`src/rtl/dispatch_queue.sv`:
```
// In-order dual-issue dispatch queue between the dual decoder and execution.
// Circular entry buffer plus a register-busy scoreboard gating RAW/WAW hazards.
module dispatch_queue #(
   parameter int unsigned DEPTH = 8,
   parameter int unsigned REG_W = 4,
   parameter int unsigned IMM_W = 5,
   parameter int unsigned OP_W  = 4
) (
   input  logic                     clk,
   input  logic                     rst_n,
   input  logic                     in_valid_1,
   input  logic                     in_valid_2,
   input  logic [OP_W-1:0]          in_op_1,
   input  logic [OP_W-1:0]          in_op_2,
   input  logic [REG_W-1:0]         in_des_1,
   input  logic [REG_W-1:0]         in_des_2,
   input  logic [REG_W-1:0]         in_s1_1,
   input  logic [REG_W-1:0]         in_s1_2,
   input  logic [REG_W-1:0]         in_s2_1,
   input  logic [REG_W-1:0]         in_s2_2,
   input  logic [IMM_W-1:0]         in_ime_1,
   input  logic [IMM_W-1:0]         in_ime_2,
   output logic                     in_ready,
   output logic                     out_valid_1,
   output logic                     out_valid_2,
   output logic [OP_W-1:0]          out_op_1,
   output logic [OP_W-1:0]          out_op_2,
   output logic [REG_W-1:0]         out_des_1,
   output logic [REG_W-1:0]         out_des_2,
   output logic [REG_W-1:0]         out_s1_1,
   output logic [REG_W-1:0]         out_s1_2,
   output logic [REG_W-1:0]         out_s2_1,
   output logic [REG_W-1:0]         out_s2_2,
   output logic [IMM_W-1:0]         out_ime_1,
   output logic [IMM_W-1:0]         out_ime_2,
   input  logic                     out_ready_1,
   input  logic                     out_ready_2,
   input  logic                     wb_valid,
   input  logic [REG_W-1:0]         wb_reg,
   input  logic                     flush,
   output logic [$clog2(DEPTH):0]   count
);

   localparam int unsigned PTR_W = $clog2(DEPTH);
   localparam int unsigned CNT_W = PTR_W + 1;
   localparam int unsigned NREG  = 2 ** REG_W;

   typedef struct packed {
      logic [OP_W-1:0]  op;
      logic [REG_W-1:0] des;
      logic [REG_W-1:0] s1;
      logic [REG_W-1:0] s2;
      logic [IMM_W-1:0] ime;
   } entry_t;

   entry_t            q [DEPTH];
   logic [PTR_W-1:0]  head, tail, head_nx, tail_nx;
   logic [CNT_W-1:0]  count_q;
   logic [NREG-1:0]   busy, busy_d;
   entry_t            e1, e2, in_e1, in_e2;
   logic              haz_1, haz_2, pair_hit;
   logic              fire_1, fire_2, enq_1, enq_2;
   logic [1:0]        n_fire, n_enq;

   function automatic logic busy_hit(input logic [REG_W-1:0] r, input logic [NREG-1:0] b);
      return (r != '0) && b[r];
   endfunction

   // add and load are the only ops that produce a register result
   function automatic logic sets_busy(input entry_t e);
      return (e.op[OP_W-1] || e.op[OP_W-2]) && (e.des != '0);
   endfunction

   assign head_nx = head + PTR_W'(1);
   assign tail_nx = tail + PTR_W'(1);
   assign e1      = q[head];
   assign e2      = q[head_nx];
   assign in_e1   = '{op: in_op_1, des: in_des_1, s1: in_s1_1, s2: in_s2_1, ime: in_ime_1};
   assign in_e2   = '{op: in_op_2, des: in_des_2, s1: in_s1_2, s2: in_s2_2, ime: in_ime_2};

   // Issue eligibility depends only on registered state
   always_comb begin
      haz_1       = busy_hit(e1.s1, busy) || busy_hit(e1.s2, busy) || busy_hit(e1.des, busy);
      haz_2       = busy_hit(e2.s1, busy) || busy_hit(e2.s2, busy) || busy_hit(e2.des, busy);
      pair_hit    = (e1.des != '0) &&
                    ((e2.s1 == e1.des) || (e2.s2 == e1.des) || (e2.des == e1.des));
      in_ready    = (count_q <= CNT_W'(DEPTH - 2));
      out_valid_1 = (count_q != '0) && !haz_1;
      out_valid_2 = (count_q >= CNT_W'(2)) && out_valid_1 && !e1.op[0] && !haz_2 && !pair_hit;
   end

   always_comb begin
      fire_1 = out_valid_1 && out_ready_1 && !flush;
      fire_2 = fire_1 && out_valid_2 && out_ready_2;
      enq_1  = in_ready && in_valid_1 && !flush;
      enq_2  = enq_1 && in_valid_2;
      n_fire = {1'b0, fire_1} + {1'b0, fire_2};
      n_enq  = {1'b0, enq_1} + {1'b0, enq_2};
   end

   // Writeback clear first so a same-cycle issue set wins
   always_comb begin
      busy_d = busy;
      if (wb_valid)
         busy_d[wb_reg] = 1'b0;
      if (fire_1 && sets_busy(e1))
         busy_d[e1.des] = 1'b1;
      if (fire_2 && sets_busy(e2))
         busy_d[e2.des] = 1'b1;
      busy_d[0] = 1'b0;
   end

   always_ff @(posedge clk or negedge rst_n) begin
      if (!rst_n) begin
         head    <= '0;
         tail    <= '0;
         count_q <= '0;
         busy    <= '0;
      end else begin
         busy <= busy_d;
         if (flush) begin
            head    <= tail;
            count_q <= '0;
         end else begin
            head    <= head + PTR_W'(n_fire);
            tail    <= tail + PTR_W'(n_enq);
            count_q <= count_q + CNT_W'(n_enq) - CNT_W'(n_fire);
         end
      end
   end

   // Entry payload needs no reset; validity is tracked by count
   always_ff @(posedge clk) begin
      if (enq_1)
         q[tail] <= in_e1;
      if (enq_2)
         q[tail_nx] <= in_e2;
   end

   assign count     = count_q;
   assign out_op_1  = e1.op;
   assign out_des_1 = e1.des;
   assign out_s1_1  = e1.s1;
   assign out_s2_1  = e1.s2;
   assign out_ime_1 = e1.ime;
   assign out_op_2  = e2.op;
   assign out_des_2 = e2.des;
   assign out_s1_2  = e2.s1;
   assign out_s2_2  = e2.s2;
   assign out_ime_2 = e2.ime;

endmodule

```
`config.mk`:
```
export PLATFORM = sky130hd
export DESIGN_NAME = dispatch_queue
export DESIGN_NICKNAME = d
export VERILOG_FILES = /design/src/rtl/dispatch_queue.sv
export SDC_FILE = /design/constraint.sdc
export NUM_CORES = 1
export LEC_CHECK = 0
export CAP_MARGIN = 15
export CORE_ASPECT_RATIO = 1.75
export CORE_MARGIN = 2
export CORE_UTILIZATION = 43
export CTS_BUF_LIST = sky130_fd_sc_hd__clkbuf_16
export DETAILED_ROUTE_END_ITERATION = 12
export REMOVE_ABC_BUFFERS = 1
export SYNTH_ARGS = -nofsm -noshare
export SYNTH_HDL_FRONTEND = slang
export SYNTH_SLANG_ARGS = --single-unit
```
`constraint.sdc`:
```
create_clock -name clk -period 4.8 [get_ports clk]
set_input_delay 0.72 -clock clk [delete_from_list [all_inputs] [get_ports clk]]
set_output_delay 0.72 -clock clk [all_outputs]
set_load 0.01 [all_outputs]
```
==> results.md <==
* Run status: finished clean
* Number of buffers inserted by hold repair at cts at 0
* Clock slew at the register clock pins of the worst setup and hold paths at 0.07 ns
* Worst setup path category: reg -> reg
* Overall die area at between 30000 and 40000 um^2
* Max Freq at 213.1 MHz
* Data arrival time of the critical path at 5.03 ns
* Synth area leaders: edfxtp_1, mux2_2, mux4_2, dfrtp_1, mux2i_1
* Chip Height at 237.1 um
* Antenna Diode Count at 0
* Via count of the first global-routing pass at 10300
* Launching element type of the critical path: flop
* HPWL after detailed placement at 29550 um
* GR Overflow Total at 0
* Async set-or-reset flop fraction in the synthesized netlist at between 10% and 20%
* Max Root-Sink Buffers at 2
* Final Wtd Congestion at 0.9763
* Gr usage total at a little over a quarter
* Area share of the largest cell type after synthesis at a little under two fifths
* Post-Synthesis Cells at 1055
* Peak supply drop at 0.4893 mV
* Leakage power at roughly 6 nW
* Min-Delay Path Class: reg -> reg
* Worst slew margin relative to its limit at between 30% and 40%
* Area leader, netlist: edfxtp_1
* Worst Hold Depth at 2
* Required time at the worst-slack endpoint at between 5 and 6 ns
* Antenna violations before repair at 0
* # rows at 85
* H-tree levels at 4
* Yosys warning total at 0
* Synthesized flop and latch total at 193
* Maximum clock skew at final layout at about 0.012 ns
* Hold path startpoint: tail[0]
* Net total in the final layout at around 1300
* Post-layout worst setup margin at 0.1076 ns
* I/O pin count at 103
* DRT iter0 DRCs at around 640
* Utilization after layout at between 50% and 60%
* Reported max-cap violation count at 0
* CTS tree: done
* Count of different cell masters after synthesis at 74
* P&R area growth vs syn at 23.92%
* Worst reg-to-reg setup slack at approximately 0.11 ns
* EDFF count, synth at 168
* Number of buffer cells added on primary ports at just over 100
* Routed wire per std cell at 25.40 um
* Number of clock sinks at 193
* Final Hold Fails at 0
* Core area at 30630 um^2
* Total clock buffers created by CTS at 17
* Iteration count of the initial detailed-routing pass at 5
* Most common flop cell mapped by yosys: edfxtp_1
* Crit Path Max Fanout at 9
* Detailed Route WL at 42120 um
* Starting Density at a little over two fifths
* Worst Max-Slew Pin Slew at ~1 ns
* Clock latency on the worst-skew pair at 0.45 ns
* Worst flop-to-flop path startpoint: head[0]
* Number of nets with antenna violations after detailed routing at 0
* First-pass GRT wire length at 62210 um
* Final setup violation count at 0
* Remaining design rule violation count at 0
* Final period util at between 90 and 100%
* Share of synthesized area occupied by flip-flops and latches at 42.47%
* Length in cells of the worst reg-to-reg path at 21
* Sum of negative setup slack at 0 ns
* Place WS at -0.1317 ns
* Tmin final at around 4.7 ns
* Setup repair after global routing missed its margin: true
* Worst reg2reg endpoint: count[3]
* Cell area after technology mapping at 13350 um^2
* Fraction of layout instances using a drive strength above 1 at 39.38%
* Largest net degree at the start of global routing at 32
* Hold-critical path endpoint: tail[0]
* Cell chosen for the clock root: clkbuf_16
* Fill cell count at 2669
* Average cell area after synthesis at 12.66 um^2
* Final count of pins violating max slew at 0
* Via-to-Cell Ratio at between 6 and 7
* Sort of element at the end of the critical path: flop
* P per Cell Area at just over 700 nW/um^2
* Chip width at approximately 140 um
* Vias at 9982
## critical path, cell delays in order (launching register included)
cell and delay (ns):
dfrtp_4 0.52, buf_12 0.17, buf_12 0.13, mux4_2 0.39
mux2i_4 0.10, buf_6 0.13, or4_1 0.40, o21ai_0 0.09
a221o_1 0.18, nor4_2 0.05, buf_4 0.17, nor3_4 0.20
or3b_4 0.43, nor4_4 0.22, ha_4 0.19, fa_1 0.40
inv_1 0.08, ha_1 0.23, a21o_1 0.17, a21oi_2 0.14
xnor2_1 0.12, nor2_1 0.06
## what timing repair did
item / 4_1_cts / 5_1_grt
endpoints found under the setup margin: 7 / 6
pin swaps: 2 / 2
setup buffers: 5 / 9
gates resized for setup: 16 / 31
## synthesized netlist by cell type (18+ instances only)
cell and instances:
nand3_1 25, mux2i_1 52, nor4_1 19, mux4_2 76, nor2_1 26, clkbuf_1 22
o31ai_1 18, inv_1 37, dfrtp_1 25, nand2_1 126, a21oi_1 29, mux2_2 180
edfxtp_1 168
## flip-flops by register name, indices dropped and copies added, names as in the netlist
signal	flops
busy	15
tail	3
count	4
q	168
head	3
## report_power, final
group / internal [W] / leakage (nW) / switching [W]
Clock: 0.000762 / 0.276 / 0.000642
Sequential: 0.00208 / 1.85 / 0.000299
Combinational: 0.00402 / 3.86 / 0.00421
Total: 0.00687 / 5.98 / 0.00515
## worst max path at each step
| stage | from | endpoint | slack (ns) |
|---|---|---|---|
| after floorplan | head[0] | count[3] | -3.94 |
| after global placement | head[0] | count[3] | -0.1 |
| after detailed placement | head[0] | count[3] | -0.13 |
| after CTS | head[0] | out_valid_2 | 0.0005 |
| after global routing | head[0] | count[3] | -0.08 |
| final | head[0] | count[3] | 0.11 |
## metal layers
layer	wire [um]	global-route usage (%)	vias up	share of wire, %
li1	-	-	4470	-
met1	15420	29.47	5066	37
met2	22820	47.93	331	54
met3	1712	3.211	115	4.1
met4	2167	13.68	0	5.1
met5	0	0	-	0
## cell type report
cell class / count / area (um^2) / area share, %
clock inverter: 15 / 143.9 / 0.8697
tap: 391 / 489.2 / 2.957
inverter: 43 / 168.9 / 1.021
multi-input combinational: 747 / 7318 / 44.23
sequential: 193 / 5675 / 34.30
clock buffer: 17 / 425.4 / 2.571
timing repair buffer: 252 / 2323 / 14.04
## cells by family (layout without fill, tap and decap cells)
| group | after synthesis | after routing | share of synthesized area [%] |
|---|---|---|---|
| simple gates | 269 | 269 | 9.962 |
| compound gates | 116 | 116 | 5.951 |
| buf+inv | 115 | 327 | 4.245 |
| xor+xnor | 24 | 24 | 1.687 |
| fa+ha+maj | 15 | 15 | 1.631 |
| mux | 323 | 323 | 34.05 |
| flops | 193 | 193 | 42.47 |
## stage by stage
step | total power (W) | hold slack, ns | std cells | cell area (um^2)
after global placement | 0.01002 | 0.7126 | 1611 | 15660
after floorplan | 0.006565 | 0.4244 | 983 | 12950
after global routing | 0.01262 | 0.7700 | 1658 | 16540
final | 0.01202 | 0.7443 | 1658 | 16540
after CTS | 0.01169 | 0.7326 | 1648 | 16350
after detailed placement | 0.01009 | 0.7220 | 1611 | 15660
## cells in the final DEF, fill, tap and decap left out, drive strengths merged, types with 22 or more instances in the layout
cell,count
a21oi,29
buf,150
clkdlybuf4s50,101
dfrtp,25
edfxtp,168
inv,45
mux2,185
mux2i,59
mux4,79
nand2,130
nand3,25
nor2,26
nor4,22
Power figures use the tool's default switching activity.
